`src/rtl/mcc_pkg.sv`:
```
`default_nettype none
// ============================================================================
//  Module      : mcc_pkg
//  Description : Shared opcode, state, ALU-op, PC-select and register-select
//                constants for the multi-cycle controller, ALU and datapath.
//  Revision    : 1.0 - initial release
// ============================================================================
package mcc_pkg;

   // Instruction opcodes (halt is a parameter of the controller)
   localparam logic [5:0] OP_ADD  = 6'b000000;
   localparam logic [5:0] OP_SUB  = 6'b000010;
   localparam logic [5:0] OP_ADDI = 6'b000001;
   localparam logic [5:0] OP_ORI  = 6'b010000;
   localparam logic [5:0] OP_AND  = 6'b010001;
   localparam logic [5:0] OP_OR   = 6'b010010;
   localparam logic [5:0] OP_SLT  = 6'b011000;
   localparam logic [5:0] OP_SW   = 6'b100110;
   localparam logic [5:0] OP_LW   = 6'b100111;
   localparam logic [5:0] OP_BEQ  = 6'b110000;
   localparam logic [5:0] OP_J    = 6'b111000;
   localparam logic [5:0] OP_JAL  = 6'b111010;
   localparam logic [5:0] OP_JR   = 6'b111001;

   // ALU operation codes
   localparam logic [2:0] ALU_ADD = 3'b000;
   localparam logic [2:0] ALU_SUB = 3'b001;
   localparam logic [2:0] ALU_OR  = 3'b011;
   localparam logic [2:0] ALU_AND = 3'b100;
   localparam logic [2:0] ALU_SLT = 3'b110;

   // Next-PC select
   localparam logic [1:0] PC_NEXT   = 2'b00;
   localparam logic [1:0] PC_BRANCH = 2'b01;
   localparam logic [1:0] PC_REG    = 2'b10;
   localparam logic [1:0] PC_JUMP   = 2'b11;

   // Write-register select
   localparam logic [1:0] RD_RA = 2'b00;
   localparam logic [1:0] RD_RT = 2'b01;
   localparam logic [1:0] RD_RD = 2'b10;

   typedef enum logic [3:0] {
      S_IF     = 4'd0,
      S_ID     = 4'd1,
      S_EXE_AL = 4'd2,
      S_WB_AL  = 4'd3,
      S_EXE_BR = 4'd4,
      S_EXE_LS = 4'd5,
      S_MEM    = 4'd6,
      S_WB_LD  = 4'd7,
      S_HALT   = 4'd8
   } state_e;

   // Instruction families that share a path through the FSM
   typedef enum logic [2:0] {
      CL_ALU  = 3'd0,
      CL_BR   = 3'd1,
      CL_LS   = 3'd2,
      CL_JUMP = 3'd3,   // j/jal/jr and every undefined opcode
      CL_HALT = 3'd4
   } op_class_e;

   typedef struct packed {
      logic       PCWre;
      logic       IRWre;
      logic       InsMemRW;
      logic       DataMemRW;
      logic       RegWre;
      logic       ALUSrcB;
      logic       ExtSel;
      logic       WrRegDSrc;
      logic       ALUM2Reg;
      logic [1:0] RegDst;
      logic [1:0] PCSrc;
      logic [2:0] ALUOp;
   } ctrl_t;

   // Halt is checked first so a custom halt opcode overrides any other decode
   function automatic op_class_e op_class(input logic [5:0] op, input logic [5:0] halt_op);
      if (op == halt_op) return CL_HALT;
      case (op)
         OP_ADD, OP_SUB, OP_ADDI, OP_ORI,
         OP_AND, OP_OR, OP_SLT:           return CL_ALU;
         OP_BEQ:                          return CL_BR;
         OP_SW, OP_LW:                    return CL_LS;
         default:                         return CL_JUMP;
      endcase
   endfunction

   function automatic logic is_rtype(input logic [5:0] op);
      return (op == OP_ADD) || (op == OP_SUB) || (op == OP_AND) ||
             (op == OP_OR)  || (op == OP_SLT);
   endfunction

   function automatic logic [2:0] alu_op_of(input logic [5:0] op);
      case (op)
         OP_SUB, OP_BEQ: return ALU_SUB;
         OP_OR, OP_ORI:  return ALU_OR;
         OP_AND:         return ALU_AND;
         OP_SLT:         return ALU_SLT;
         default:        return ALU_ADD;
      endcase
   endfunction

endpackage
`default_nettype wire

```
`src/rtl/mcc_if.sv`:
```
`default_nettype none
// ============================================================================
//  Module      : mcc_if
//  Description : Controller <-> datapath bundle: opcode/flag in, enables,
//                selects, debug state and counters out.
//  Revision    : 1.0 - initial release
// ============================================================================
interface mcc_if #(
   parameter int CNT_W = 32
);
   logic [5:0]       op;
   logic             zero;
   logic             PCWre, IRWre, InsMemRW, DataMemRW, RegWre;
   logic             ALUSrcB, ExtSel, WrRegDSrc, ALUM2Reg;
   logic [1:0]       RegDst;
   logic [1:0]       PCSrc;
   logic [2:0]       ALUOp;
   logic [3:0]       state;
   logic [CNT_W-1:0] retired;
   logic [CNT_W-1:0] cycles;

   modport master (
      input  op, zero,
      output PCWre, IRWre, InsMemRW, DataMemRW, RegWre,
             ALUSrcB, ExtSel, WrRegDSrc, ALUM2Reg,
             RegDst, PCSrc, ALUOp, state, retired, cycles
   );

   modport slave (
      output op, zero,
      input  PCWre, IRWre, InsMemRW, DataMemRW, RegWre,
             ALUSrcB, ExtSel, WrRegDSrc, ALUM2Reg,
             RegDst, PCSrc, ALUOp, state, retired, cycles
   );
endinterface
`default_nettype wire

```
`src/rtl/mcc_decode.sv`:
```
`default_nettype none
// ============================================================================
//  Module      : mcc_decode
//  Description : Purely combinational control decode from (state, op, zero).
//  Revision    : 1.0 - initial release
// ============================================================================
module mcc_decode
   import mcc_pkg::*;
#(
   parameter logic [5:0] HALT_OP = 6'b111111
) (
   input  state_e     state_i,
   input  logic [5:0] op_i,
   input  logic       zero_i,
   output ctrl_t      ctrl_o
);

   op_class_e w_cls;
   assign w_cls = op_class(op_i, HALT_OP);

   // Operand selects follow the opcode; enables follow the state
   always_comb begin
      ctrl_o           = '0;
      ctrl_o.WrRegDSrc = 1'b1;
      ctrl_o.ALUSrcB   = (op_i == OP_ADDI) || (op_i == OP_ORI) ||
                         (op_i == OP_SW)   || (op_i == OP_LW);
      ctrl_o.ExtSel    = (op_i != OP_ORI);
      ctrl_o.ALUOp     = alu_op_of(op_i);
      case (state_i)
         S_IF: ctrl_o.IRWre = 1'b1;
         S_ID: begin
            if (w_cls == CL_JUMP) begin
               ctrl_o.PCWre = 1'b1;
               if (op_i == OP_J || op_i == OP_JAL) ctrl_o.PCSrc = PC_JUMP;
               else if (op_i == OP_JR)              ctrl_o.PCSrc = PC_REG;
               if (op_i == OP_JAL) begin
                  ctrl_o.RegWre    = 1'b1;
                  ctrl_o.RegDst    = RD_RA;
                  ctrl_o.WrRegDSrc = 1'b0;
               end
            end
         end
         S_WB_AL: begin
            ctrl_o.RegWre = 1'b1;
            ctrl_o.RegDst = is_rtype(op_i) ? RD_RD : RD_RT;
            ctrl_o.PCWre  = 1'b1;
         end
         S_EXE_BR: begin
            ctrl_o.PCWre = 1'b1;
            ctrl_o.PCSrc = zero_i ? PC_BRANCH : PC_NEXT;
            ctrl_o.ALUOp = ALU_SUB;
         end
         S_MEM: begin
            // A store retires here; a load continues to write-back
            ctrl_o.DataMemRW = (op_i == OP_SW);
            ctrl_o.PCWre     = (op_i != OP_LW);
         end
         S_WB_LD: begin
            ctrl_o.RegWre   = 1'b1;
            ctrl_o.RegDst   = RD_RT;
            ctrl_o.ALUM2Reg = 1'b1;
            ctrl_o.PCWre    = 1'b1;
         end
         default: ;
      endcase
   end

endmodule
`default_nettype wire

```
`src/rtl/multi_cycle_control.sv`:
```
`default_nettype none
// ============================================================================
//  Module      : multi_cycle_control
//  Description : Multi-cycle CPU controller: state register, next-state
//                logic, retired/cycle counters and the control decode.
//  Revision    : 1.0 - initial release
// ============================================================================
module multi_cycle_control
   import mcc_pkg::*;
#(
   parameter logic [5:0] HALT_OP = 6'b111111,
   parameter int         CNT_W   = 32
) (
   input  logic   CLK,
   input  logic   Reset,
   mcc_if.master  bus
);

   localparam logic [CNT_W-1:0] C_ONE = CNT_W'(1);

   state_e           state_q, state_d;
   logic [CNT_W-1:0] retired_q, cycles_q;
   ctrl_t            w_ctrl;
   op_class_e        w_cls;

   assign w_cls = op_class(bus.op, HALT_OP);

   mcc_decode #(.HALT_OP(HALT_OP)) u_decode (
      .state_i (state_q),
      .op_i    (bus.op),
      .zero_i  (bus.zero),
      .ctrl_o  (w_ctrl)
   );

   // State register; reset lands in IF regardless of current state
   always_ff @(posedge CLK or posedge Reset) begin
      if (Reset) state_q <= S_IF;
      else       state_q <= state_d;
   end

   // Next-state: fixed paths per instruction family, HALT is absorbing
   always_comb begin
      state_d = state_q;
      case (state_q)
         S_IF: state_d = S_ID;
         S_ID: begin
            case (w_cls)
               CL_ALU:  state_d = S_EXE_AL;
               CL_BR:   state_d = S_EXE_BR;
               CL_LS:   state_d = S_EXE_LS;
               CL_HALT: state_d = S_HALT;
               default: state_d = S_IF;
            endcase
         end
         S_EXE_AL: state_d = S_WB_AL;
         S_WB_AL:  state_d = S_IF;
         S_EXE_BR: state_d = S_IF;
         S_EXE_LS: state_d = S_MEM;
         S_MEM:    state_d = (bus.op == OP_LW) ? S_WB_LD : S_IF;
         S_WB_LD:  state_d = S_IF;
         S_HALT:   state_d = S_HALT;
         default:  state_d = S_IF;
      endcase
   end

   // Counters: one retire per PC write, cycles frozen while halted
   always_ff @(posedge CLK or posedge Reset) begin
      if (Reset) begin
         retired_q <= '0;
         cycles_q  <= '0;
      end else begin
         if (state_q != S_HALT) cycles_q  <= cycles_q + C_ONE;
         if (w_ctrl.PCWre)      retired_q <= retired_q + C_ONE;
      end
   end

   assign bus.PCWre     = w_ctrl.PCWre;
   assign bus.IRWre     = w_ctrl.IRWre;
   assign bus.InsMemRW  = w_ctrl.InsMemRW;
   assign bus.DataMemRW = w_ctrl.DataMemRW;
   assign bus.RegWre    = w_ctrl.RegWre;
   assign bus.ALUSrcB   = w_ctrl.ALUSrcB;
   assign bus.ExtSel    = w_ctrl.ExtSel;
   assign bus.WrRegDSrc = w_ctrl.WrRegDSrc;
   assign bus.ALUM2Reg  = w_ctrl.ALUM2Reg;
   assign bus.RegDst    = w_ctrl.RegDst;
   assign bus.PCSrc     = w_ctrl.PCSrc;
   assign bus.ALUOp     = w_ctrl.ALUOp;
   assign bus.state     = state_q;
   assign bus.retired   = retired_q;
   assign bus.cycles    = cycles_q;

endmodule
`default_nettype wire
```
`src/flat_wrapper.sv`:
```
// flat-port wrapper written by rule: the top's interface ports become plain ports
module multi_cycle_control_flat import mcc_pkg::*;
#(
   parameter logic [5:0] HALT_OP = 6'b111111,
   parameter int         CNT_W   = 32
)
  (CLK, Reset, bus_op, bus_zero, bus_PCWre, bus_IRWre, bus_InsMemRW, bus_DataMemRW, bus_RegWre, bus_ALUSrcB, bus_ExtSel, bus_WrRegDSrc, bus_ALUM2Reg, bus_RegDst, bus_PCSrc, bus_ALUOp, bus_state, bus_retired, bus_cycles);
  mcc_if #(.CNT_W(CNT_W)) bus_i ();
  input  logic CLK;
  input  logic Reset;
  input wire logic [$bits(bus_i.op)-1:0] bus_op;
  input wire logic [$bits(bus_i.zero)-1:0] bus_zero;
  output wire logic [$bits(bus_i.PCWre)-1:0] bus_PCWre;
  output wire logic [$bits(bus_i.IRWre)-1:0] bus_IRWre;
  output wire logic [$bits(bus_i.InsMemRW)-1:0] bus_InsMemRW;
  output wire logic [$bits(bus_i.DataMemRW)-1:0] bus_DataMemRW;
  output wire logic [$bits(bus_i.RegWre)-1:0] bus_RegWre;
  output wire logic [$bits(bus_i.ALUSrcB)-1:0] bus_ALUSrcB;
  output wire logic [$bits(bus_i.ExtSel)-1:0] bus_ExtSel;
  output wire logic [$bits(bus_i.WrRegDSrc)-1:0] bus_WrRegDSrc;
  output wire logic [$bits(bus_i.ALUM2Reg)-1:0] bus_ALUM2Reg;
  output wire logic [$bits(bus_i.RegDst)-1:0] bus_RegDst;
  output wire logic [$bits(bus_i.PCSrc)-1:0] bus_PCSrc;
  output wire logic [$bits(bus_i.ALUOp)-1:0] bus_ALUOp;
  output wire logic [$bits(bus_i.state)-1:0] bus_state;
  output wire logic [$bits(bus_i.retired)-1:0] bus_retired;
  output wire logic [$bits(bus_i.cycles)-1:0] bus_cycles;
  assign bus_i.op = bus_op;
  assign bus_i.zero = bus_zero;
  assign bus_PCWre = bus_i.PCWre;
  assign bus_IRWre = bus_i.IRWre;
  assign bus_InsMemRW = bus_i.InsMemRW;
  assign bus_DataMemRW = bus_i.DataMemRW;
  assign bus_RegWre = bus_i.RegWre;
  assign bus_ALUSrcB = bus_i.ALUSrcB;
  assign bus_ExtSel = bus_i.ExtSel;
  assign bus_WrRegDSrc = bus_i.WrRegDSrc;
  assign bus_ALUM2Reg = bus_i.ALUM2Reg;
  assign bus_RegDst = bus_i.RegDst;
  assign bus_PCSrc = bus_i.PCSrc;
  assign bus_ALUOp = bus_i.ALUOp;
  assign bus_state = bus_i.state;
  assign bus_retired = bus_i.retired;
  assign bus_cycles = bus_i.cycles;
  multi_cycle_control #(.HALT_OP(HALT_OP), .CNT_W(CNT_W)) u_core (.CLK(CLK), .Reset(Reset), .bus(bus_i));
endmodule
```
`config.mk`:
```
export PLATFORM = sky130hd
export DESIGN_NAME = multi_cycle_control_flat
export DESIGN_NICKNAME = d
export VERILOG_FILES = /design/src/rtl/mcc_pkg.sv /design/src/rtl/mcc_if.sv /design/src/rtl/mcc_decode.sv /design/src/rtl/multi_cycle_control.sv /design/src/flat_wrapper.sv
export SDC_FILE = /design/constraint.sdc
export NUM_CORES = 1
export LEC_CHECK = 0
export BUFFER_PORTS_ARGS = -buffer_cell sky130_fd_sc_hd__buf_4
export CORE_AREA = 2 2 103 85
export CTS_CLUSTER_DIAMETER = 50
export DETAILED_ROUTE_END_ITERATION = 8
export DIE_AREA = 0 0 105 87
export GPL_TIMING_DRIVEN = 0
export PLACE_DENSITY = 0.66
export SKIP_LAST_GASP = 1
export SYNTH_ARGS = -nofsm -noshare
export SYNTH_HDL_FRONTEND = slang
export SYNTH_SLANG_ARGS = --single-unit
```
`constraint.sdc`:
```
create_clock -name CLK -period 2.7 [get_ports CLK]
set_input_delay 0.135 -clock CLK [delete_from_list [all_inputs] [get_ports CLK]]
set_output_delay 0.135 -clock CLK [all_outputs]
set_load 0.01 [all_outputs]
```
After elaboration in Yosys (flattened, before gate mapping)
Cells that the tools add are included.

word-level totals
  memory bits (read-only) = 0
  input port bits = 9
  output and inout bits = 84
  register bits after elaboration = 68
  memories = 0
  latch bits = 0
  logic and storage cells = 77
  bits in writable memories = 0

cells by class
  reductions and logical operators = 17
  add/sub/neg operators = 2
  divide/modulo/power cells = 0
  order comparisons = 0
  bitwise operators = 0
  multipliers = 0
  shift operators = 0
  equal/unequal tests = 28
  muxes and demuxes = 27

operators by type and width
  kind                   count
  $add 32x1->32 const B  2
  $eq 6x6->1 const B     7
  $eq 6x5->1 const B     4
  $pmux 4 s6             1
  $eq 4x3->1 const B     4
  $pmux 4 s4             1
  $mux 3                 4
  $pmux 2 s3             2
  $pmux 3 s4             1
  $mux 1                 11
  $eq 4x2->1 const B     2
  $logic_or 1x1->1       8
  $mux 2                 4
  $reduce_or 2->1        4
  $reduce_or 7->1        1
  $eq 3x2->1 const B     2
  $eq 6x1->1 const B     1
  $eq 6x2->1 const B     1
  $logic_not 6->1        1
  $ne 6x5->1 const B     1
  $ne 6x6->1 const B     1
  $eq 4x1->1 const B     1
  $eq 4x4->1 const B     1
  $logic_not 4->1        1
  other kinds (8)        8

Logic depth before layout (Yosys ltp)
  depth in word-level cells = 7
  gate-level depth with buffers = 8
  depth with buffers taken out = 6

Modules after synthesis
Synthesis repeated with hierarchy kept, for this count alone.

second synthesis, totals
  cells, all modules = 342
  area, all modules = 3,523.4 um^2

modules (own cells, without submodules)
  module               cells an instance  seq. area each (um^2)  instances  area each (um^2)
  multi_cycle_control  283                1,701.6                1          3,159.3
  mcc_decode           59                 0.0                    1          364.1

Worst setup path after synthesis
OpenSTA, ideal clock, no wires.

  path type = flip-flop to output port
  start point = register u_core.state_q[0], in the netlist u_core.bus.state[0]
  end point = output port bus_PCSrc[1]
  slack = 0.566 ns
  path buffers = 1
  data required time = 2.565 ns
  stages on the path, launching flop included = 8
  data arrival time = 1.999 ns
  cells stage by stage = dfrtp_1 buf_4 nor2b_4 nor3b_2 o21a_2 and3_1 nand3_1 a2111oi_0

on the way
  word-level cells in the longest chain between the ends = 2
  elaborated cells between the ends (all ways) = 3
  those cells by class = 2 x eq/ne; 1 x mux

RTL lines
  item                                             RTL line                   text
  start, declared                                  multi_cycle_control.sv:21  state_e state_q, state_d;
  start signal, assigned                           multi_cycle_control.sv:38  else state_q <= state_d;
  $eq 4x3->1 / $eq 4x1->1 (equally long branches)  mcc_decode.sv:29           case (state_i)
  $pmux 2 s2 *                                     mcc_decode.sv:29
  end, declared                                    flat_wrapper.sv:23         output wire logic [$bits(bus_i.PCSrc)-1:0] bus_PCSrc;

Mark *: on every way between the ends. The rest lies on a longest branch, timed or not.

Worst setup path in the final report
  start point = register u_core.state_q[1], in the netlist u_core.bus.state[1]
  end point = output port bus_PCSrc[1]

Same word-level chain as after synthesis.

==> results.md <==
* Cell taking the most area after synthesis: dfrtp_1
* Worst-margin pin slew at about 0.82 ns
* CP required at between 2 and 3 ns
* First-pass GRT wire length at 13540 µm
* Die width at about 110 µm
* Worst Setup Start Kind: register
* Placed Area at 0.004380 mm²
* Die ar. at between 0.009 and 0.01 mm²
* Final slew viol count at 0
* WL/cell at 13.97 µm
* Met3 routed wirelength at around 340 µm
* Post-CTS Setup Inserts at 0
* Crit path buf inv count at 1
* Fraction of layout cells with a size suffix above 1 at between 20% and 30%
* Nets at about 460
* Post-DP HPWL at ~5700 µm
* Diodes inserted at 0
* Drt drc at 0
* Min Hold Slack at -0.04161 ns
* Area grow syn2layout at 29.22%
* Pwr dens at approximately 730 mW/mm²
* Primary FF master, synth: dfrtp_1
* # hold bufs at CTS at 0
* CTS tree: built
* Synth cell types at 49
* Routed Antenna Nets at 0
* Skew final at 0.009544 ns
* WP data arrival at 2.37 ns
* Io pins at 93
* First-pass DRT Iterations at 4
* Crit path kind: register to output port
* Core area at ~0.0082 mm²
* Hold Crit Class: input port to async pin
* Asr flop ratio synth at 100.0%
* CP Cell Sequence: nor2b_4 > nor3b_2 > o21a_2 > and3_1 > nand3_1 > a2111oi_0 > buf_4
* Global route total overflow at 0
* Starting Density at between 40% and 50%
* CTS Root Cell: clkbuf_8
* Unrepaired setup endpoints after global routing: no
* VDD IR max at about 0.34 mV
* Clock buffer count from CTS at 9
* Setup TNS at 0 ns
* Max Root-Sink Buffers at 2
* Clock Latency Late Sink at 0.34 ns
* Cell area after synthesis at roughly 0.0036 mm²
* F_max at about 400 MHz
* DRT iter0 DRCs at ~110
* Top cell type's share of synthesized area at around 48%
* Pleak at 2.272 nW
* Critical-path top delay cell: dfrtp_1
* Max Cap Viol at 0
* Post-synthesis cell count at 350
* Sequential element share of the synthesized area at 47.87%
* Worst-path clk slew at 0.07 ns
* Routed via count at between 2000 and 3000
* Synth area leaders: dfrtp_1 (48%), xor2_1 (9.4%), xnor2_1 (6.4%)
* CTS resizes at 0
* Slew margin rel. at a little under half
* Die height at around 87 µm
* Critical Path Sink Type: output port
* Area of the multi-input gates at ~0.0017 mm²
* Worst path max stage delay at 0.51 ns
* Post-Syn Nets at between 300 and 400
* Vias in the first global route at 2765
* Via-to-Cell Ratio at between 5 and 6
* Routed met2 length at 3592 µm
* Final Hold Vio Count at 62
* Clock sinks at between 60 and 70
* Most numerous cell in the Yosys netlist: dfrtp_1
* Yosys reg bits at ~70
* Placed Cells at 553
* Rows at 30
* Filler-free cell count of the finished design at 568
* GRT Total Usage at between 15 and 20%
* Routability Congestion at between 0.7 and 0.8
* Status: finished with violations
* Final min period at approximately 2.5 ns
* Crit Path Max Fanout at 9
* Period utilization at 92.67%
* Wl on met1 at slightly below 4000 µm
* Htree depth at 3
* Violations in the final reports: hold timing
* Reg area at between 0.0015 and 0.002 mm²
* CP top delay family: simple AND/OR/NAND/NOR gates
* Max Used Layer: met4
* Largest net degree at the start of global routing at 69
* Syn_area_per_cell at around 10 µm²
* IO buf count at 91
* Post-synth EDFFs at 0
* Top cells by count, synth: dfrtp_1 (68), xor2_1 (38), nor2_1 (30), nand2_1 (29), nand3_1 (27)
* Final setup violation count at 0
* Final WL at roughly 7900 µm
* Filler instances at between 700 and 800
* Final Cell Area at about 0.0046 mm²
* Yosys warnings at 0
* Initial antenna violation count at 0
==> cell families after synthesis <==
kind of cell	share of synthesized area [%]
simple gates	26.40
flops	47.87
xor+xnor	15.77
compound gates	4.928
buf+inv	3.309
mux	0.9151
fa+ha+maj	0.7039
other cells	0.1055
==> state kept, by name (all words and copies together), names as in the netlist <==
signal              count
u_core.bus.cycles      32
u_core.bus.retired     32
u_core.bus.state        4
==> stage by stage <==
| step | utilization, % | setup slack [ns] | power (mW) |
|---|---|---|---|
| after detailed placement | 53.53 | 0.5753 | 2.483 |
| after floorplan | - | 0.5662 | 2.035 |
| after global routing | 56.13 | 0.02327 | 3.578 |
| final | 56.13 | 0.1978 | 3.348 |
| after global placement | 53.50 | -0.03416 | 2.462 |
| after CTS | 56.13 | 0.1965 | 3.397 |
==> worst paths after layout <==
kind                            slack (ns)                               start                            endpoint  cells past startpoint
worst max-delay path                  0.20       u_core.bus.state[1]$_DFF_PP0_                        bus_PCSrc[1]                      7
worst min-delay path                 -0.04                               Reset    u_core.bus.cycles[7]$_DFFE_PP0P_                      2
worst max register to register        0.62  u_core.bus.retired[12]$_DFFE_PP0P_  u_core.bus.retired[31]$_DFFE_PP0P_                      6
worst min register to register        0.48  u_core.bus.retired[31]$_DFFE_PP0P_  u_core.bus.retired[31]$_DFFE_PP0P_                      1
max in group asynchronous             2.19                               Reset   u_core.bus.retired[4]$_DFFE_PP0P_                      2
min in group CLK                      0.26                           bus_op[4]       u_core.bus.state[2]$_DFF_PP0_                      4
==> cell type report <==
cell class	count	share of cell area, %
timing repair buffer	91	14.87
multi-input combinational	260	37.78
clock inverter	6	1.934
inverter	7	0.6265
buffer	15	1.989
sequential	68	37.05
clock buffer	9	2.697
tap	112	3.051
==> metal layers <==
metal  track usage, %  vias up
met5                0        -
met4            4.364        0
met3            4.637        6
met2            27.80       65
met1            26.86     1379
li1                 -     1416
==> where the power goes <==
group | total (mW) | internal (mW) | switching, mW | leakage [nW]
clock network | 0.897 | 0.516 | 0.381 | 0.102
logic | 1.11 | 0.525 | 0.589 | 1.25
registers | 1.34 | 1.15 | 0.190 | 0.919
total | 3.35 | 2.19 | 1.16 | 2.27
==> cell usage in the layout (no fill, tap or decap), types with 2 or more instances in the layout <==
cell         n
a21oi_1      5
nand2b_1     5
ha_1         2
bufinv_16    2
o31ai_1      2
clkbuf_8     9
xor2_1      38
a2111oi_0    2
clkinvlp_4   2
inv_1        6
dfrtp_1     68
nor2_1      30
buf_4       97
buf_2        4
or3_1        2
and3_1       6
nand4_1     15
nand3_1     27
nor4_1       4
xnor2_1     26
nor3b_1      5
o21ai_0      6
nor4b_1      3
nor3_1      20
and4_1       7
clkbuf_1     3
nor4b_4      2
nand2_1     29
or2_2        2
nor4_4       2
(Power assumes the default switching activity.)
